===== src/rtl/banco_registradores_param.sv =====
// Datapath register bank: MAR/MDR/H plus NREGS general registers, a B-bus
// source mux, C-bus write enables and a small memory-command FSM with
// request/ack handshake, wait-cycle timeout and a sticky error flag.

// One datapath register with synchronous active-low clear and write enable.
module banco_reg_cel #(
  parameter int WIDTH = 32
) (
  input  logic             clock,
  input  logic             reset_n,
  input  logic             we,
  input  logic [WIDTH-1:0] d,
  output logic [WIDTH-1:0] q
);
  // Register: reset wins over the C-bus enable.
  always_ff @(posedge clock) begin
    if (!reset_n)  q <= '0;
    else if (we)   q <= d;
  end
endmodule

module banco_registradores_param #(
  parameter int WIDTH   = 32,
  parameter int NREGS   = 8,
  parameter int SEL_W   = 4,
  parameter int TIMEOUT = 15
) (
  input  logic               clock,
  input  logic               reset_n,
  input  logic [SEL_W-1:0]   bbus_sel,
  input  logic [NREGS+2:0]   cbus_en,
  input  logic [WIDTH-1:0]   cbus_in,
  input  logic               mem_rd,
  input  logic               mem_wr,
  input  logic [WIDTH-1:0]   mem_rdata,
  input  logic               mem_ack,
  output logic [WIDTH-1:0]   bbus_out,
  output logic [WIDTH-1:0]   h_out,
  output logic               mem_req,
  output logic               mem_we,
  output logic [WIDTH-1:0]   mem_addr,
  output logic [WIDTH-1:0]   mem_wdata,
  output logic               busy,
  output logic               cmd_err
);
  typedef enum logic [1:0] {IDLE, RD_WAIT, WR_WAIT} mem_state_t;

  localparam logic [7:0] TO_LAST = 8'(TIMEOUT - 1);

  logic [WIDTH-1:0]             mar, mdr, h;
  logic [NREGS-1:0][WIDTH-1:0]  gr;

  mem_state_t       state_q, state_d;
  logic [7:0]       wait_q, wait_d;
  logic [WIDTH-1:0] addr_d, wdata_d;
  logic             we_d, err_d, mdr_load;

  // MAR and H are plain C-bus registers.
  banco_reg_cel #(.WIDTH(WIDTH)) u_mar (
    .clock(clock), .reset_n(reset_n), .we(cbus_en[0]), .d(cbus_in), .q(mar));
  banco_reg_cel #(.WIDTH(WIDTH)) u_h (
    .clock(clock), .reset_n(reset_n), .we(cbus_en[2]), .d(cbus_in), .q(h));

  // General registers, one cell per GR[i] on enable bit 3+i.
  for (genvar g = 0; g < NREGS; g++) begin : g_gr
    banco_reg_cel #(.WIDTH(WIDTH)) u_gr (
      .clock(clock), .reset_n(reset_n), .we(cbus_en[3+g]), .d(cbus_in), .q(gr[g]));
  end

  // MDR: a completing read beats a same-cycle C-bus write.
  always_ff @(posedge clock) begin
    if (!reset_n)          mdr <= '0;
    else if (mdr_load)     mdr <= mem_rdata;
    else if (cbus_en[1])   mdr <= cbus_in;
  end

  // B-bus source mux; out-of-range selects read as zero.
  always_comb begin
    bbus_out = '0;
    if (bbus_sel == '0) bbus_out = mdr;
    for (int i = 0; i < NREGS; i++)
      if (bbus_sel == SEL_W'(i + 1)) bbus_out = gr[i];
  end

  assign h_out   = h;
  assign busy    = (state_q != IDLE);
  assign mem_req = busy;

  // Memory FSM next state: issue from IDLE using pre-edge MAR/MDR, then wait
  // for ack or give up after TIMEOUT wait cycles.
  always_comb begin
    state_d  = state_q;
    wait_d   = wait_q;
    addr_d   = mem_addr;
    wdata_d  = mem_wdata;
    we_d     = mem_we;
    err_d    = cmd_err;
    mdr_load = 1'b0;
    case (state_q)
      IDLE: begin
        if (mem_wr) begin
          addr_d  = mar;
          wdata_d = mdr;
          we_d    = 1'b1;
          wait_d  = '0;
          state_d = WR_WAIT;
          if (mem_rd) err_d = 1'b1;   // conflicting read is dropped
        end else if (mem_rd) begin
          addr_d  = mar;
          we_d    = 1'b0;
          wait_d  = '0;
          state_d = RD_WAIT;
        end
      end
      RD_WAIT, WR_WAIT: begin
        if (mem_rd || mem_wr) err_d = 1'b1;  // command while busy is ignored
        if (mem_ack) begin
          mdr_load = (state_q == RD_WAIT);
          wait_d   = '0;
          state_d  = IDLE;
        end else if (wait_q == TO_LAST) begin
          err_d   = 1'b1;
          wait_d  = '0;
          state_d = IDLE;
        end else begin
          wait_d = wait_q + 8'd1;
        end
      end
      default: state_d = IDLE;
    endcase
  end

  // Memory FSM state and latched command outputs.
  always_ff @(posedge clock) begin
    if (!reset_n) begin
      state_q   <= IDLE;
      wait_q    <= '0;
      mem_addr  <= '0;
      mem_wdata <= '0;
      mem_we    <= 1'b0;
      cmd_err   <= 1'b0;
    end else begin
      state_q   <= state_d;
      wait_q    <= wait_d;
      mem_addr  <= addr_d;
      mem_wdata <= wdata_d;
      mem_we    <= we_d;
      cmd_err   <= err_d;
    end
  end
endmodule


===== config.mk =====
export PLATFORM = sky130hd
export DESIGN_NAME = banco_registradores_param
export DESIGN_NICKNAME = d
export VERILOG_FILES = /design/src/rtl/banco_registradores_param.sv
export SDC_FILE = /design/constraint.sdc
export NUM_CORES = 1
export LEC_CHECK = 0
export BUFFER_PORTS_ARGS = -buffer_cell sky130_fd_sc_hd__buf_2
export CAP_MARGIN = 20
export CORE_UTILIZATION = 50
export CTS_BUF_LIST = sky130_fd_sc_hd__clkbuf_8
export CTS_CLUSTER_SIZE = 10
export DETAILED_ROUTE_END_ITERATION = 10
export PLACE_DENSITY = 0.8
export SKIP_LAST_GASP = 1
export SYNTH_ARGS = -nofsm -noshare
export SYNTH_HDL_FRONTEND = slang
export SYNTH_HIERARCHICAL = 1
export SYNTH_SLANG_ARGS = --single-unit

===== constraint.sdc =====
create_clock -name clock -period 2.2 [get_ports clock]
set_input_delay 0.11 -clock clock [delete_from_list [all_inputs] [get_ports clock]]
set_output_delay 0.11 -clock clock [all_outputs]
set_load 0.02 [all_outputs]

# After elaboration in Yosys (flattened, before gate mapping)
# Index checks and enable logic that the tools add are counted.
[word_totals]
inputBits = 84
output_inout_bits = 132
register_bits = 428
[classes]
reduce_logical = 13
n_mux = 33
add_sub_neg = 1
eq_ne = 15
[op_table]
columns = ["operator", "n"]
rows = [
  ["32-bit 2-to-1 mux", 13],
  ["8-bit 2-to-1 mux", 4],
  ["4-bit by 3-bit == test with 1-bit output (second input constant)", 4],
  ["8-bit case mux with 2 select lines", 1],
  ["1-bit 2-to-1 mux", 9],
  ["8-bit by 1-bit adder with 8-bit output (second input constant)", 1],
  ["4-bit by 2-bit == test with 1-bit output (second input constant)", 2],
  ["8-bit by 4-bit == test with 1-bit output (second input constant)", 1],
  ["2-bit 2-to-1 mux", 4],
  ["2-bit AND reduction", 4],
  ["2-bit nonzero test", 4],
  ["3-bit != test (second input constant)", 2],
  ["4-bit by 1-bit == test with 1-bit output (second input constant)", 1],
  ["4-bit == test (second input constant)", 1],
  ["4-bit zero test", 1],
  ["2-bit != test (second input constant)", 2],
  ["2-bit case mux with 2 select lines", 1],
  ["3-bit AND reduction", 1],
  ["2-bit by 1-bit == test with 1-bit output (second input constant)", 1],
  ["2-bit == test (second input constant)", 1],
  ["2-bit zero test", 1],
  ["1-bit case mux with 2 select lines", 1],
  ["2-bit OR reduction", 1],
  ["1-bit logical OR", 1],
]

# Depth between registers and ports, before layout
# Gate-level depths: netlist (run 1).
[depth]
ltp_word = 10
depth_mapped = 8
depth_no_buf = 6

# By module
# The synthesis (run 1) kept the hierarchy.
[modules_own_cells]
columns = ["module", "area_each_um2", "n_inst", "cells_each"]
rows = [
  ["banco_reg_cel", 1243.7, 10, 103],
  ["banco_registradores_param", 7339.5, 1, 907],
]

# Worst setup path before layout (run 1)
# No wires, ideal clock.
[synth_path]
path_kind = "input -> output"
start = "input port bbus_sel[0]"
end = "output port bbus_out[26]"
setup_slack_ps = 467
t_required_ps = 2090
stages = 6
n_path_buf = 4
arrival_time_ps = 1623
path_cell_list = "buf_6 buf_6 and4b_1 buf_2 buf_2 o41ai_1"
[synth_via]
elab_chain_cells = 10
elab_cells_between_ends = 18
cone_classes = "8 x eq/ne; 9 x mux; 1 x reduce/logical"
[synth_lines]
columns = ["element", "line", "text"]
rows = [
  ["start: declaration", "30", "input logic [SEL_W-1:0] bbus_sel,"],
  ["4-bit zero test", "80", "if (bbus_sel == '0) bbus_out = mdr;"],
  ["32-bit 2-to-1 mux", "80", ""],
  ["32-bit 2-to-1 mux (7 in series)", "82", "if (bbus_sel == SEL_W'(i + 1)) bbus_out = gr[i];"],
  ["32-bit 2-to-1 mux (*)", "82", ""],
  ["end: declaration", "37", "output logic [WIDTH-1:0] bbus_out,"],
]
# Mark *: on every way between the ends. The rest lies on a longest branch, timed or not.

# Worst setup path after layout (run 1)
[layout_path]
start = "register mdr[21]"
end = "output port bbus_out[21]"
[layout_via]
elab_chain_cells = 9
[layout_lines]
columns = ["element", "line", "text"]
rows = [
  ["start: declaration", "50", "logic [WIDTH-1:0] mar, mdr, h;"],
  ["start signal: assignment", "73", "else if (mdr_load) mdr <= mem_rdata;"],
  ["start signal: assignment", "74", "else if (cbus_en[1]) mdr <= cbus_in;"],
  ["32-bit 2-to-1 mux", "80", ""],
  ["32-bit 2-to-1 mux (8 in series)", "82", ""],
]
# Every way passes these cells.

==> flow_summary.yaml, run 1 <==
status:
  status: "complete, no violations"
routing:
  wl_per_cell_um: 19.91
  dr.pass1.iters: 5
  drt-initial-drc-count: 1152
  vias: 15240
  via_per_inst: 5.502
  drcViolationCount: 0
  ant_nets: 0
  totalWireLength_um: 55120
grt:
  grt_overflow_total: 0
  antenna_found_initial: 3
  grt_use_met1_pct: 37.90
  grt_usage_pct: 26.70
  grt_pass1_vias: 14980
  gr-max-usage-layer: "met2"
  grt_pass1_wl_um: 85010
  grt_max_degree: 93
  use_met3_pct: 6.445
  met2_usage_pct: 39.80
worst_setup_path:
  path_max_fanout: 3
  r2r_slack_ns: 0.10
  r2r_start: "wait_q[7]"
  worstSetupPathType: "flip-flop to output pin"
  worstReg2RegEnd: "state_q[0]"
  crit_arrival_ns: 2.04
  cp_data_required_time_ns: 2.09
  start_kind: "flip-flop"
  crit_path_end_kind: "output pin"
  r2r_cells: 5
clocking:
  postCtsSetupRepairBufs: 0
  cts_buffers: 71
  clk_latency_ns: 0.62
  cts_buffer_depth: 3
  cts_tree: "built"
  cts_htree_levels: 3
  path_clk_slew_ns: 0.06
  clkSinkCount: 428
  cts-root-buf: "clkbuf_8"
sta:
  slew_headroom_pct: 49.73
  setup_tns_ns: 0
  max_freq_mhz: 464.7
  holdWs_ns: 0.05433
  grt_setup_unrepaired: "false"
  fin_crit_ns: 2.152
  hold_viol: 0
  skew_ns: 0.02081
  final-setup-viol-count: 0
  worstMarginPinSlew_ns: 0.7539
  finalCritPeriodShare_pct: 97.82
  slew_viol_final: 0
yosys:
  synth_edf_count: 0
  yosys.cell_count.top_type: "dfxtp_1"
  syn-cell-area_um2: 19780
  postSynthNetCount: 2025
  synth_warnings: 6
  ys.flop_type: "dfxtp_1"
  netlist.area_leader.share_pct: 43.33
  async_flop_share_pct: 0
  synthMuxAreaShare_pct: 20.78
  yosys.area_share.xor_xnor_pct: 0.3100
  synth_simple_gate_area_share_pct: 16.42
  synth_top_family_by_area: "multiplexers"
  yosysTopAreaCell: "dfxtp_1"
  ys_types: 57
  synth_cells: 1937
  seq_area_frac_synth_pct: 43.33
  synth_fa_ha_area_share_pct: 0.2531
  synth_seq_cells: 428
  synth.area.top_cells: "dfxtp_1 (43%), mux2i_1 (19%), nor2b_1 (10%), nand2_1 (3.8%), buf_12 (3.0%)"
  syn_area_per_cell_um2: 10.21
  synthTopCellsByCount: "dfxtp_1 (428), mux2i_1 (379), nor2b_1 (330), nand2_1 (198), clkbuf_1 (74)"
  synth_compound_gate_area_share_pct: 11.82
place:
  io_buffers: 215
  place_area_um2: 20880
  place.gp.congestion: 0.8504
  hpwl_um: 35710
worst_hold_path:
  min_path_cells: 3
  min_to: "g_gr[0].u_gr/q[0]"
  worstHoldStart: "cbus_en[3]"
  hold_path.class: "primary input to flip-flop"
die:
  die_y_um: 200.9
  design.core.area_um2: 38830
  ios: 216
  die_x_um: 200.9
  std_cell_rows: 72
  dieArea_um2: 40350
  initial_core_util_pct: 50.93
layout:
  area_delta_synth_final_pct: 17.06
  fin_nets: 2283
  drive_above_1_share_pct: 19.11
  stdcell_area_um2: 23150
power_and_ir_drop:
  power.density_nw_per_um2: 790.1
  power_w: 0.01829
  peakVddDrop_mv: 0.5204
  p_leak_nw: 10.33
flow_run:
  maxCapViolCount: 0
state kept, by name, indices dropped and copies added, names as in the netlist:
signal,count
g_gr.u_gr/q,256
mdr,32
u_h/q,32
state_q,2
cmd_err,1
mem_addr,32
wait_q,8
mem_wdata,32
u_mar/q,32
mem_we,1
layout by cell type (no fill, tap or decap), types with 41 or more instances in the layout:
master	count
dfxtp_1	423
mux2i_1	378
nor2b_1	330
buf_2	212
nand2_1	197
clkbuf_8	92
dlygate4sd3_1	75
a21boi_0	64
inv_1	49
buf_4	42
o21ai_0	41
stage by stage:
step / instances / setup WS, ns / util, %
2_1_floorplan: 1937 / 0.4674 / -
3_3_place_gp: 2565 / 0.3384 / 53.77
3_5_place_dp: 2565 / 0.2997 / 53.77
4_1_cts: 2768 / 0.01649 / 59.40
5_1_grt: 2768 / 0.006421 / 59.62
6_report: 2769 / 0.04794 / 59.62
report_power, final:
part / internal, W / switching, W
Sequential: 0.00823 / 0.000310
Clock: 0.00375 / 0.00324
Combinational: 0.00117 / 0.00159
critical path: stages, from the launching register on:
cell and delay (ns):
dfxtp_1 0.36, mux4_2 0.50, a21oi_2 0.25, o21ai_1 0.14, buf_2 0.19
worst max path at each step:
| stage | from | endpoint | slack (ns) | cells past startpoint |
|---|---|---|---|---|
| 2_1_floorplan | bbus_sel[0] | bbus_out[26] | 0.47 | 6 |
| 3_3_place_gp | bbus_sel[0] | bbus_out[21] | 0.34 | 6 |
| 3_5_place_dp | state_q[0] | wait_q[0] | 0.30 | 6 |
| 4_1_cts | mdr[22] | bbus_out[22] | 0.02 | 4 |
| 5_1_grt | mdr[3] | bbus_out[3] | 0.006 | 5 |
| 6_report | mdr[21] | bbus_out[21] | 0.05 | 4 |
routing by layer:
| metal | part of all wire (%) | vias to the layer above |
|---|---|---|
| li1 | - | 7242 |
| met1 | 47 | 7319 |
| met2 | 43 | 583 |
| met3 | 7.7 | 87 |
| met4 | 1.9 | 4 |
| met5 | 0.038 | - |
cells by family (layout without fill, tap and decap cells):
kind of cell,Yosys count,after routing
XOR/XNOR,7,7
other,0,1
multiplexers,394,394
flip-flops,428,428
AO/OA/AOI/OAI,310,310
AND/OR/NAND/NOR,606,606
buffers and inverters,188,501
adder cells (fa/ha/maj),4,4
timing repair:
action                     4_1_cts  5_1_grt
resized for setup                3       19
hold buffers                    75        0
setup endpoints to repair        3       16
hold endpoints to repair       373        0
final cells by class:
cell class                 count  area, um2
fill                        3222      15680
multi-input combinational   1321       9906
sequential                   428       8574
timing repair buffer         348       2502
clock buffer                  92       1266
tap                          518      648.1
clock inverter                36      156.4
inverter                      25      93.84
antenna                        1      2.502
No activity file was read; power rests on OpenSTA's default activity.
==> run 2: changes to the inputs <==
- ABC_CLOCK_PERIOD_IN_PS: default -> 2650
- MAX_ROUTING_LAYER: default -> met4
- clock period: 2.2 -> 2.65 ns (I/O delays scaled with it)
==> run 2 against run 1 <==
Compared with the run above: core utilization down 0.51 points; sequential power down 17%; die area unchanged; combinational power down 19%; worst hold slack better by 0.0054 ns; total power down 17%; via count down 0.14%; first-iteration DRC count down 8.0%; global-route usage up 0.56 points; critical path type unchanged; critical endpoint is now bbus_out[29]; largest cell class unchanged; highest routed layer is now met4.
==> flow_summary.yaml, run 2 (same netlist as run 1, synthesis figures left out) <==
die:
  initial_core_util_pct: 50.93
  design.core.area_um2: 38830
  dieArea_um2: 40350
  ios: 216
  std_cell_rows: 72
  die_y_um: 200.9
  die_x_um: 200.9
flow_run:
  maxCapViolCount: 0
clocking:
  cts-root-buf: "clkbuf_8"
  cts_htree_levels: 3
  clkSinkCount: 428
  cts_buffer_depth: 3
  postCtsSetupRepairBufs: 0
  clk_latency_ns: 0.61
  path_clk_slew_ns: 0.07
  cts_tree: "built"
  cts_buffers: 73
grt:
  grt_max_degree: 103
  grt_pass1_vias: 15050
  grt_overflow_total: 0
  grt_usage_pct: 27.26
  antenna_found_initial: 1
  grt_pass1_wl_um: 85060
routing:
  totalWireLength_um: 54190
  ant_nets: 0
  vias: 15210
  via_per_inst: 5.488
  drcViolationCount: 0
  drt-initial-drc-count: 1060
  dr.pass1.iters: 6
  wl_per_cell_um: 19.55
sta:
  hold_viol: 0
  setup_tns_ns: 0
  slew_headroom_pct: 22.56
  final-setup-viol-count: 0
  finalCritPeriodShare_pct: 87.39
  slew_viol_final: 0
  max_freq_mhz: 431.8
  fin_crit_ns: 2.316
  grt_setup_unrepaired: "false"
  skew_ns: 0.02234
  worstMarginPinSlew_ns: 1.162
worst_setup_path:
  path_max_fanout: 3
  r2r_slack_ns: 0.42
  start_kind: "flip-flop"
  worstSetupPathType: "flip-flop to output pin"
  worstReg2RegEnd: "mdr[25]"
  r2r_start: "state_q[1]"
  crit_arrival_ns: 2.18
  crit_path_end_kind: "output pin"
  cp_data_required_time_ns: 2.52
  r2r_cells: 7
worst_hold_path:
  min_path_cells: 3
  worstHoldStart: "cbus_en[8]"
  min_to: "g_gr[5].u_gr/q[26]"
  hold_path.class: "primary input to flip-flop"
power_and_ir_drop:
  p_leak_nw: 10.28
  peakVddDrop_mv: 0.4203
  power_w: 0.01517
  power.density_nw_per_um2: 660.8
layout:
  regArea_um2: 8568
  largest_register_ffs: 256
  area_delta_synth_final_pct: 16.06
  final_cell_mix: "dfxtp_1 (428), mux2i_1 (379), nor2b_1 (330), buf_2 (212), nand2_1 (197)"
  fin_nets: 2286
  multi_input_area_um2: 9814
  drive_above_1_share_pct: 17.71
  regMostFlops: "g_gr.u_gr/q"
  n_fill_cell: 3229
  final_common_cell: "dfxtp_1"
place:
  io_buffers: 215
  place.gp.congestion: 0.8800
  hpwl_um: 36080
status:
  status: "complete, no violations"
## run 2: worst max-delay path by stage
stage,startpoint,cells past startpoint,end,slack (ns)
3_3_place_gp,bbus_sel[0],6,bbus_out[13],0.54
6_report,mdr[29],5,bbus_out[29],0.33
5_1_grt,mdr[13],4,bbus_out[13],0.23
2_1_floorplan,bbus_sel[0],6,bbus_out[26],0.87
3_5_place_dp,bbus_sel[0],5,bbus_out[28],0.45
4_1_cts,mdr[13],4,bbus_out[13],0.34
## run 2: per-stage QoR
step | setup slack [ns] | util (%) | instance area [um2] | hold WS [ns] | instances
6_report | 0.3342 | 59.12 | 22950 | 0.05971 | 2772
5_1_grt | 0.2349 | 59.12 | 22950 | 0.06180 | 2772
4_1_cts | 0.3376 | 59.11 | 22950 | 0.01856 | 2771
3_5_place_dp | 0.4539 | 53.21 | 20660 | 0.3784 | 2556
3_3_place_gp | 0.5379 | 53.21 | 20660 | 0.3753 | 2556
2_1_floorplan | 0.8724 | - | 19780 | 0.2607 | 1937
## run 2: report_power, final
part	switching, W	total [W]	internal [W]
Clock	0.00269	0.00584	0.00314
Sequential	0.000254	0.00709	0.00683
Combinational	0.00130	0.00224	0.000945
## run 2: cell type report
type	count	area share, %
Clock buffer	89	5.337
Clock inverter	41	0.9430
Inverter	25	0.4088
Antenna cell	1	0.01090
Timing Repair Buffer	349	10.39
Tap cell	518	2.824
Multi-Input combinational cell	1321	42.76
Sequential cell	428	37.33
## run 2: repair_timing
item	4_1_cts	5_1_grt
endpoints found under the hold margin	342	0
gates resized for setup	0	0
hold buffers	85	0
## run 2: worst max-delay path, stage by stage, from the launching register on
cell	delay (ns)
dfxtp_1	0.45
mux2i_1	0.13
o21ai_0	0.32
a221oi_1	0.17
o221ai_1	0.28
buf_2	0.22
## run 2: routing by layer
layer / global-route usage (%) / up-vias / wire length [um]
met5: - / - / 0
met4: 7.143 / 0 / 793
met3: 4.984 / 72 / 3613
met2: 40.05 / 572 / 23710
met1: 38.29 / 7344 / 26070
li1: - / 7226 / -
